## config.mk

```make
export PLATFORM = sky130hd
export DESIGN_NAME = pc_sequencer_flat
export DESIGN_NICKNAME = d
export VERILOG_FILES = /design/src/rtl/pc_sequencer_if.sv /design/src/rtl/pc_sequencer.sv /design/src/flat_wrapper.sv
export SDC_FILE = /design/constraint.sdc
export NUM_CORES = 1
export LEC_CHECK = 0
export BUFFER_PORTS_ARGS = -buffer_cell sky130_fd_sc_hd__buf_2
export CAP_MARGIN = 40
export CORE_UTILIZATION = 45
export DETAILED_ROUTE_END_ITERATION = 7
export PLACE_DENSITY = 0.76
export SYNTH_ARGS = -nofsm -noshare
export SYNTH_HDL_FRONTEND = slang
export SYNTH_SLANG_ARGS = --single-unit
```

## constraint.sdc

```tcl
create_clock -name CLK -period 4.9 [get_ports CLK]
set_input_delay 0.98 -clock CLK [delete_from_list [all_inputs] [get_ports CLK]]
set_output_delay 0.98 -clock CLK [all_outputs]
set_load 0.01 [all_outputs]
```

## src/rtl/pc_sequencer_if.sv

```systemverilog
// pc_sequencer_if -- control and status bundle between the decode stage and
// the program-counter sequencer.
//
//   master (decode side) drives: Stall, Exc, BrTaken, BrOffset, JumpEn,
//                                Addr26, LinkEn, JrEn, JrTarget, RetEn
//   slave  (sequencer)   drives: PC, PCPlus4, PCPlus8, RasTop, RasEmpty,
//                                RasOverflow, RetMiss
interface pc_sequencer_if #(
  parameter int unsigned WIDTH = 32
);
  logic             Stall;
  logic             Exc;
  logic             BrTaken;
  logic [WIDTH-1:0] BrOffset;
  logic             JumpEn;
  logic [25:0]      Addr26;
  logic             LinkEn;
  logic             JrEn;
  logic [WIDTH-1:0] JrTarget;
  logic             RetEn;

  logic [WIDTH-1:0] PC;
  logic [WIDTH-1:0] PCPlus4;
  logic [WIDTH-1:0] PCPlus8;
  logic [WIDTH-1:0] RasTop;
  logic             RasEmpty;
  logic             RasOverflow;
  logic             RetMiss;

  modport master (
    output Stall, Exc, BrTaken, BrOffset, JumpEn, Addr26, LinkEn,
           JrEn, JrTarget, RetEn,
    input  PC, PCPlus4, PCPlus8, RasTop, RasEmpty, RasOverflow, RetMiss
  );

  modport slave (
    input  Stall, Exc, BrTaken, BrOffset, JumpEn, Addr26, LinkEn,
           JrEn, JrTarget, RetEn,
    output PC, PCPlus4, PCPlus8, RasTop, RasEmpty, RasOverflow, RetMiss
  );
endinterface

```

## src/rtl/pc_sequencer.sv

```systemverilog
// pc_sequencer -- program counter with next-PC selection and a circular
// return-address stack (RAS) for call/return prediction.
//
// Ports:
//   CLK    in   rising-edge clock
//   Reset  in   asynchronous, active-low reset
//   bus    slave modport of pc_sequencer_if:
//            Stall     hold PC/RAS/RetMiss (Exc still redirects)
//            Exc       redirect to EXC_VECTOR, no RAS activity
//            BrTaken   PC+4 + (BrOffset<<2)
//            JumpEn    J-type jump to {PCPlus4[hi], Addr26, 2'b00}
//            LinkEn    with JumpEn: push PC+8 on the RAS
//            JrEn      register jump to JrTarget
//            RetEn     with JrEn: pop the RAS and use its top as target
//            PC        registered program counter
//            PCPlus4/8 combinational PC+4 / PC+8
//            RasTop    top-of-stack (0 when empty)
//            RasEmpty  stack holds no entries
//            RasOverflow sticky: a push overwrote the oldest entry
//            RetMiss   one-cycle pulse after a mispredicted/empty pop
module pc_sequencer #(
  parameter int unsigned      WIDTH        = 32,
  parameter logic [WIDTH-1:0] RESET_VECTOR = WIDTH'(32'h0000_3000),
  parameter logic [WIDTH-1:0] EXC_VECTOR   = WIDTH'(32'h0000_4180),
  parameter int unsigned      RAS_DEPTH    = 4
) (
  input logic           CLK,
  input logic           Reset,
  pc_sequencer_if.slave bus
);

  localparam int unsigned PW = $clog2(RAS_DEPTH);
  localparam int unsigned CW = PW + 1;
  localparam logic [CW-1:0] FULL_COUNT = CW'(RAS_DEPTH);
  // Bits above the 28-bit J-type region are kept from PC+4.
  localparam logic [WIDTH-1:0] HI_MASK = ~(WIDTH'(28'hFFF_FFFF));

  logic [WIDTH-1:0] pc_q;
  logic [WIDTH-1:0] stack [RAS_DEPTH];
  logic [PW-1:0]    wr_ptr;
  logic [CW-1:0]    count;
  logic             ovf_q;
  logic             retmiss_q;

  logic [WIDTH-1:0] pc_plus4;
  logic [WIDTH-1:0] pc_plus8;
  logic [PW-1:0]    top_idx;
  logic             ras_empty;
  logic             ras_full;
  logic [WIDTH-1:0] ras_top;
  logic [WIDTH-1:0] jump_tgt;
  logic [WIDTH-1:0] br_tgt;
  logic [WIDTH-1:0] jr_tgt;
  logic [WIDTH-1:0] next_pc;
  logic             advance;
  logic             do_push;
  logic             do_pop;
  logic             pop_miss;

  always_comb begin
    pc_plus4  = pc_q + WIDTH'(4);
    pc_plus8  = pc_q + WIDTH'(8);
    top_idx   = wr_ptr - PW'(1);
    ras_empty = (count == '0);
    ras_full  = (count == FULL_COUNT);
    ras_top   = ras_empty ? '0 : stack[top_idx];
    jump_tgt  = (pc_plus4 & HI_MASK) | WIDTH'({bus.Addr26, 2'b00});
    br_tgt    = pc_plus4 + (bus.BrOffset << 2);
    jr_tgt    = (bus.RetEn && !ras_empty) ? ras_top : bus.JrTarget;
    pop_miss  = ras_empty || (ras_top != bus.JrTarget);
  end

  // Push/pop only on the path actually selected, and never under Exc or Stall.
  always_comb begin
    advance = !bus.Stall && !bus.Exc;
    do_pop  = advance && bus.JrEn && bus.RetEn;
    do_push = advance && !bus.JrEn && bus.JumpEn && bus.LinkEn;
  end

  always_comb begin
    next_pc = pc_plus4;
    if (bus.Exc) begin
      next_pc = EXC_VECTOR;
    end else if (bus.JrEn) begin
      next_pc = jr_tgt;
    end else if (bus.JumpEn) begin
      next_pc = jump_tgt;
    end else if (bus.BrTaken) begin
      next_pc = br_tgt;
    end
  end

  always_ff @(posedge CLK or negedge Reset) begin
    if (!Reset) begin
      pc_q      <= RESET_VECTOR;
      wr_ptr    <= '0;
      count     <= '0;
      ovf_q     <= 1'b0;
      retmiss_q <= 1'b0;
      for (int unsigned i = 0; i < RAS_DEPTH; i++) begin
        stack[i] <= '0;
      end
    end else begin
      if (bus.Exc || !bus.Stall) begin
        pc_q <= next_pc;
      end
      if (!bus.Stall) begin
        retmiss_q <= do_pop && pop_miss;
      end
      // When full, the write slot at wr_ptr is the oldest entry, so the
      // pointer simply keeps rotating and the count stays saturated.
      if (do_push) begin
        stack[wr_ptr] <= pc_plus8;
        wr_ptr        <= wr_ptr + PW'(1);
        if (ras_full) begin
          ovf_q <= 1'b1;
        end else begin
          count <= count + CW'(1);
        end
      end else if (do_pop && !ras_empty) begin
        wr_ptr <= top_idx;
        count  <= count - CW'(1);
      end
    end
  end

  assign bus.PC          = pc_q;
  assign bus.PCPlus4     = pc_plus4;
  assign bus.PCPlus8     = pc_plus8;
  assign bus.RasTop      = ras_top;
  assign bus.RasEmpty    = ras_empty;
  assign bus.RasOverflow = ovf_q;
  assign bus.RetMiss     = retmiss_q;

endmodule

```

## src/flat_wrapper.sv

```systemverilog
// flat-port wrapper written by rule: the top's interface ports become plain ports
module pc_sequencer_flat 
#(
  parameter int unsigned      WIDTH        = 32,
  parameter logic [WIDTH-1:0] RESET_VECTOR = WIDTH'(32'h0000_3000),
  parameter logic [WIDTH-1:0] EXC_VECTOR   = WIDTH'(32'h0000_4180),
  parameter int unsigned      RAS_DEPTH    = 4
)
  (CLK, Reset, bus_Stall, bus_Exc, bus_BrTaken, bus_BrOffset, bus_JumpEn, bus_Addr26, bus_LinkEn, bus_JrEn, bus_JrTarget, bus_RetEn, bus_PC, bus_PCPlus4, bus_PCPlus8, bus_RasTop, bus_RasEmpty, bus_RasOverflow, bus_RetMiss);
  pc_sequencer_if #(.WIDTH(WIDTH)) bus_i ();
  input logic CLK;
  input logic Reset;
  input wire logic [$bits(bus_i.Stall)-1:0] bus_Stall;
  input wire logic [$bits(bus_i.Exc)-1:0] bus_Exc;
  input wire logic [$bits(bus_i.BrTaken)-1:0] bus_BrTaken;
  input wire logic [$bits(bus_i.BrOffset)-1:0] bus_BrOffset;
  input wire logic [$bits(bus_i.JumpEn)-1:0] bus_JumpEn;
  input wire logic [$bits(bus_i.Addr26)-1:0] bus_Addr26;
  input wire logic [$bits(bus_i.LinkEn)-1:0] bus_LinkEn;
  input wire logic [$bits(bus_i.JrEn)-1:0] bus_JrEn;
  input wire logic [$bits(bus_i.JrTarget)-1:0] bus_JrTarget;
  input wire logic [$bits(bus_i.RetEn)-1:0] bus_RetEn;
  output wire logic [$bits(bus_i.PC)-1:0] bus_PC;
  output wire logic [$bits(bus_i.PCPlus4)-1:0] bus_PCPlus4;
  output wire logic [$bits(bus_i.PCPlus8)-1:0] bus_PCPlus8;
  output wire logic [$bits(bus_i.RasTop)-1:0] bus_RasTop;
  output wire logic [$bits(bus_i.RasEmpty)-1:0] bus_RasEmpty;
  output wire logic [$bits(bus_i.RasOverflow)-1:0] bus_RasOverflow;
  output wire logic [$bits(bus_i.RetMiss)-1:0] bus_RetMiss;
  assign bus_i.Stall = bus_Stall;
  assign bus_i.Exc = bus_Exc;
  assign bus_i.BrTaken = bus_BrTaken;
  assign bus_i.BrOffset = bus_BrOffset;
  assign bus_i.JumpEn = bus_JumpEn;
  assign bus_i.Addr26 = bus_Addr26;
  assign bus_i.LinkEn = bus_LinkEn;
  assign bus_i.JrEn = bus_JrEn;
  assign bus_i.JrTarget = bus_JrTarget;
  assign bus_i.RetEn = bus_RetEn;
  assign bus_PC = bus_i.PC;
  assign bus_PCPlus4 = bus_i.PCPlus4;
  assign bus_PCPlus8 = bus_i.PCPlus8;
  assign bus_RasTop = bus_i.RasTop;
  assign bus_RasEmpty = bus_i.RasEmpty;
  assign bus_RasOverflow = bus_i.RasOverflow;
  assign bus_RetMiss = bus_i.RetMiss;
  pc_sequencer #(.WIDTH(WIDTH), .RESET_VECTOR(RESET_VECTOR), .EXC_VECTOR(EXC_VECTOR), .RAS_DEPTH(RAS_DEPTH)) u_core (.CLK(CLK), .Reset(Reset), .bus(bus_i));
endmodule
```

Yosys cells after proc, flatten, opt, wreduce, memory -nomap -nowiden
Index checks and enable logic that the tools add are counted.
- input bits: 99
- register bits after elaboration: 167
- logic and storage cells: 62
- output and inout bits: 131
- muxes and demuxes: 17
- $add $sub $neg: 7
- bitwise gates (word level): 3
- equality and inequality tests: 3
- $lt $le $gt $ge: 3
- reduce and logical (&&, ||, !) cells: 20
- operators by type and width (cell ; number):
    $mux 32 ; 9
    $bwmux 128 ; 1
    $bmux 32 s2 ; 1
    $demux 32 s2 ; 1
    $add 32x3->32 const B ; 1
    $add 32x32->32 ; 1
    $add 32x4->32 const B ; 1
    $ne 32x32->1 ; 1
    $or 32x28->32 ; 1
    $logic_and 1x1->1 ; 10
    $mux 3 ; 3
    $ge 3x3->1 const B ; 2
    $not 2->3 ; 2
    $logic_not 1->1 ; 4
    $mux 2 ; 2
    $reduce_and 2->1 ; 2
    $add 3x1->3 const B ; 1
    $eq 3x3->1 const B ; 1
    $logic_not 3->1 ; 1
    $lt 3x1->1 const B ; 1
    $sub 3x1->3 const B ; 1
    $add 2x1->2 const B ; 1
    $logic_or 1x1->1 ; 2
    $ne 2x2->1 const B ; 1
    other kinds (2) ; 2

Logic depth before layout (Yosys ltp)
- word-level depth: 9
- gate-level depth with buffers: 18
- mapped depth without buffers: 16

Least setup slack after synthesis
OpenSTA, ideal clock, no wires.
- path kind: register -> register
- start point: reg u_core.pc_q[3] (netlist: u_core.bus.PC[3])
- end point: reg u_core.pc_q[31] (netlist: u_core.bus.PC[31])
- required time: 4.777 ns
- buffers on the path: 0
- setup time: 0.123 ns
- data arrival time: 3.788 ns
- stages on the path, launching flop included: 16
- slack: 0.989 ns
- clock period less this slack: 3.911 ns
- cell sequence: dfrtp_1 > ha_1 > nand2_1 > nor3_1 > and3_1 > nand2_1 > xnor2_1 > ha_1 > nand2_1 > or3_1 > a2111o_1 > nand4_2 > a41oi_2 > o311ai_2 > mux2i_1 > nor2_1
- longest elaborated chain between the ends: 6
- elaborated cells between the ends (all ways): 7
- classes of those cells: 2 x add/sub; 4 x mux; 1 x bitwise
- ends and longest elaborated chain (item ; line ; RTL):
    start: declaration ; pc_sequencer.sv:38 ; logic [WIDTH-1:0] pc_q;
    start signal: assignment ; pc_sequencer.sv:105 ; pc_q <= next_pc;
    $add 32x3->32 ; pc_sequencer.sv:61 ; pc_plus4 = pc_q + WIDTH'(4);
    net bus_PCPlus4[13] ; flat_wrapper.sv:24 ; output wire logic [$bits(bus_i.PCPlus4)-1:0] bus_PCPlus4;
    $add 32x32->32 ; pc_sequencer.sv:68 ; br_tgt = pc_plus4 + (bus.BrOffset << 2);
    $mux 32 ; pc_sequencer.sv:88 ; end else if (bus.BrTaken) begin
    $mux 32 ; pc_sequencer.sv:86 ; end else if (bus.JumpEn) begin
    $mux 32 ; pc_sequencer.sv:84 ; end else if (bus.JrEn) begin
    $mux 32 ; pc_sequencer.sv:82 ; if (bus.Exc) begin
The timed path passes the listed nets, and every way through them passes these cells.
A chain may end at the register's enable or synchronous reset.

Worst setup path in the final report
- start point: reg u_core.pc_q[3] (netlist: u_core.bus.PC[3])
- end point: reg u_core.pc_q[31] (netlist: u_core.bus.PC[31])
- longest elaborated chain between the ends: 6
- elaborated cells between the ends (all ways): 7
- classes of those cells: 2 x add/sub; 4 x mux; 1 x bitwise
- ends and longest elaborated chain (item ; line):
    $add 32x3->32 * ; pc_sequencer.sv:61
    $add 32x32->32 ; pc_sequencer.sv:68
    $mux 32 ; pc_sequencer.sv:88
    $mux 32 * ; pc_sequencer.sv:86
    $mux 32 * ; pc_sequencer.sv:84
    $mux 32 * ; pc_sequencer.sv:82
Mark *: on every way between the ends. The rest lies on a longest branch, timed or not.

==> flow_summary.json <==
{
  "outcome": "completed",
  "hold_viol": 0,
  "syn_avg_cell_area_um2": 8.66,
  "nets": 1650,
  "max-cap-violations": 0,
  "gp_congestion": 0.946,
  "worstSkewPairLatency_ns": 0.43,
  "grt_max_degree": 86,
  "hold_class": "primary input to async pin",
  "cts_made_buffers": 17,
  "grt_setup_unrepaired": "false",
  "yosysWarningCount": 0,
  "finalCritPeriodShare_pct": 90.5,
  "cts_tree": "yes",
  "wire_per_inst_um": 20.6,
  "cpMaxStageDelayCell": "dfrtp_1",
  "cts_sinks": 167,
  "grt_pass1_wl_mm": 58.6,
  "finalCriticalPeriod_ns": 4.43,
  "fp.dieW_um": 162,
  "cts_setup_buffers": 0,
  "finalPower_mw": 5.19,
  "sw_frac_of_total_pct": 36.5,
  "start_kind": "flop",
  "holdWs_ns": 0.421,
  "p_per_area_nw_per_um2": 384,
  "core_um2": 25100,
  "vias_per_cell": 5.99,
  "synth_edf_count": 0,
  "dp_cells": 1818,
  "path_delay_family": "simple AND/OR/NAND/NOR gates",
  "synth_top_cell_area_share_pct": 36.0,
  "skew_ns": 0.0148,
  "root_buffer": "clkbuf_16",
  "required_ns": 5.22,
  "path_buf_inv": 1,
  "maxSlewHeadroom_pct": 42.9,
  "power.switching_mw": 1.89,
  "power.share.sequential_pct": 34.7,
  "final_cell_mix": "nand2_1, buf_2, dfrtp_1",
  "fin_cells": 1854,
  "nFillCells": 2291,
  "cp-end-kind": "flop",
  "cts_buffer_depth": 2,
  "grt_use_total_pct": 29.3,
  "synth.largest_area_cell": "dfrtp_1",
  "num_vias": 11112,
  "ys_ff_latch": 167,
  "power.static_leakage_nw": 6.52,
  "hold_buffers": 0,
  "wirelength_mm": 38.3,
  "grt-ovfl-total": 0,
  "p_clk_share_pct": 28.2,
  "crit_chain": "ha_1 -> nand2_1 -> nor4_4 -> buf_4 -> and3_1 -> nand2_1 -> xnor2_1 -> ha_1 -> o21ai_0 -> nand2b_1 -> a21o_1 -> a21oi_1 -> a21oi_1 -> nor3_1 -> o311ai_2 -> mux2i_1 -> nor2_1",
  "maxSlewViolCount": 0,
  "p_int_mw": 3.30,
  "syn_area_um2": 11500,
  "dr.pass1.iters": 7,
  "ctsResizeCount": 0,
  "yosys.cell_types.count": 77,
  "ant_nets": 0,
  "clock.fmax_ghz": 0.226,
  "grt_pass1_vias": 10323,
  "rows": 58,
  "die_area_um2": 26100,
  "die_y_um": 162,
  "worstPathArrival_ns": 4.75,
  "h-tree-depth": 4,
  "drc_errors": 0,
  "fin_area_um2": 13500,
  "synthFlopType": "dfrtp_1",
  "synth-async-reset-ratio_pct": 100,
  "synth_nets": 1467,
  "cpPeakStageDelay_ns": 0.61,
  "synth-seq-area-share_pct": 36.5,
  "crit_type": "flop to flop",
  "vdd_drop_max_uv": 253,
  "io_pins": 230,
  "clkTransAtPathRegs_ns": 0.07,
  "antenna_found_initial": 4,
  "fin_tns_setup_ns": 0,
  "finalSetupViolCount": 0,
  "start_util_pct": 45.7,
  "drive_gt1_share_pct": 22.8,
  "dp_hpwl_mm": 28.6,
  "layout_commonest_cell": "nand2_1",
  "first_iter_violations": 1125,
  "ys_top_cells_by_area": "dfrtp_1, nand2_1, mux4_2, o21ai_0, xnor2_1",
  "p_comb_share_pct": 37.1,
  "syn_inst": 1324,
  "place_area_um2": 12900,
  "syn_to_final_growth_pct": 18.0,
  "crit_fanout": 11,
  "port_buffers": 227,
  "worst_pin_slew_ns": 0.853
}
[flip-flops by register name (all words and copies together) (netlist names)]
name                    cells
u_core.wr_ptr               2
u_core.bus.PC              32
u_core.stack              128
u_core.count                3
u_core.bus.RasOverflow      1
u_core.bus.RetMiss          1
[worst register-to-register path: stages (launching register included)]
cell and delay, ns:
dfrtp_1 0.61, ha_1 0.33, nand2_1 0.16, nor4_4 0.40
buf_4 0.24, and3_1 0.27, nand2_1 0.10, xnor2_1 0.32
ha_1 0.40, o21ai_0 0.22, nand2b_1 0.10, a21o_1 0.20
a21oi_1 0.26, a21oi_1 0.07, nor3_1 0.24, o311ai_2 0.17
mux2i_1 0.18, nor2_1 0.07
[final cells by class]
cell class | instances | area (µm²) | share of cell area, %
Antenna cell | 4 | 10.0 | 0.0740
Clock buffer | 21 | 460 | 3.40
Clock inverter | 11 | 173 | 1.28
Inverter | 49 | 184 | 1.36
Multi-Input combinational cell | 1016 | 6700 | 49.5
Sequential cell | 167 | 4180 | 30.9
Tap cell | 330 | 413 | 3.05
Timing Repair Buffer | 256 | 1410 | 10.4
[kinds of logic (layout without fill, tap and decap cells)]
| kind of cell | count (synthesis) | count (layout) | synth area share [%] |
|---|---|---|---|
| xor+xnor | 99 | 99 | 7.56 |
| compound gates | 357 | 357 | 18.7 |
| flops | 167 | 167 | 36.5 |
| mux | 55 | 55 | 8.43 |
| buf+inv | 141 | 337 | 5.17 |
| simple gates | 461 | 461 | 18.7 |
| fa+ha+maj | 44 | 44 | 4.93 |
| other cells | 0 | 4 | 0 |
[path summary, 6_finish.rpt]
kind / start / cells after the start / slack, ns / endpoint
max reg2reg: u_core.bus.PC[3] / 17 / 0.47 / u_core.bus.PC[31]
max in group asynchronous: Reset / 3 / 3.42 / u_core.stack[30]
max: u_core.bus.PC[3] / 17 / 0.47 / u_core.bus.PC[31]
min in group CLK: u_core.bus.RasOverflow / 1 / 0.47 / u_core.bus.RasOverflow
min: Reset / 1 / 0.42 / u_core.stack[10]
min reg2reg: u_core.bus.RasOverflow / 1 / 0.47 / u_core.bus.RasOverflow
[cells in the mapped netlist, drive strengths merged (4+ instances only)]
master / count
and2: 39
nor3: 18
nor2b: 7
inv: 49
a211oi: 12
a21o: 22
xor2: 32
o211ai: 10
o21ai: 156
nor2: 55
mux2: 13
nand4: 20
a311oi: 5
mux2i: 10
a21oi: 83
a221oi: 5
o21bai: 4
and3: 14
a31oi: 17
dfrtp: 165
or3: 6
nor4: 5
buf: 28
mux4: 32
nand2b: 16
nand2: 242
clkbuf: 64
a221o: 4
xnor2: 67
nand3: 29
ha: 42
[power groups by stage]
stage	combinational [mW]	clock [mW]	sequential [mW]
after floorplan	1.34	0	1.74
after global placement	1.85	0	1.80
after detailed placement	1.89	0	1.82
after CTS	1.91	1.46	1.80
after global routing	2.08	1.52	1.83
final	1.93	1.46	1.80
[per-stage QoR]
| step | util, % | setup WS (ns) |
|---|---|---|
| 2_1_floorplan | - | 0.989 |
| 3_3_place_gp | 51.1 | 0.641 |
| 3_5_place_dp | 51.3 | 0.602 |
| 4_1_cts | 53.9 | 0.572 |
| 5_1_grt | 53.9 | 0.232 |
| 6_report | 53.9 | 0.466 |
[layer usage]
layer / vias up / part of all wire [%] / track usage [%]
met4: 2 / 3.0 / 10.7
met5: - / 0.021 / 0
li1: 5024 / - / -
met2: 624 / 47 / 45.7
met3: 71 / 10 / 6.08
met1: 5391 / 40 / 40.2
No activity file was read; power rests on OpenSTA's default activity.
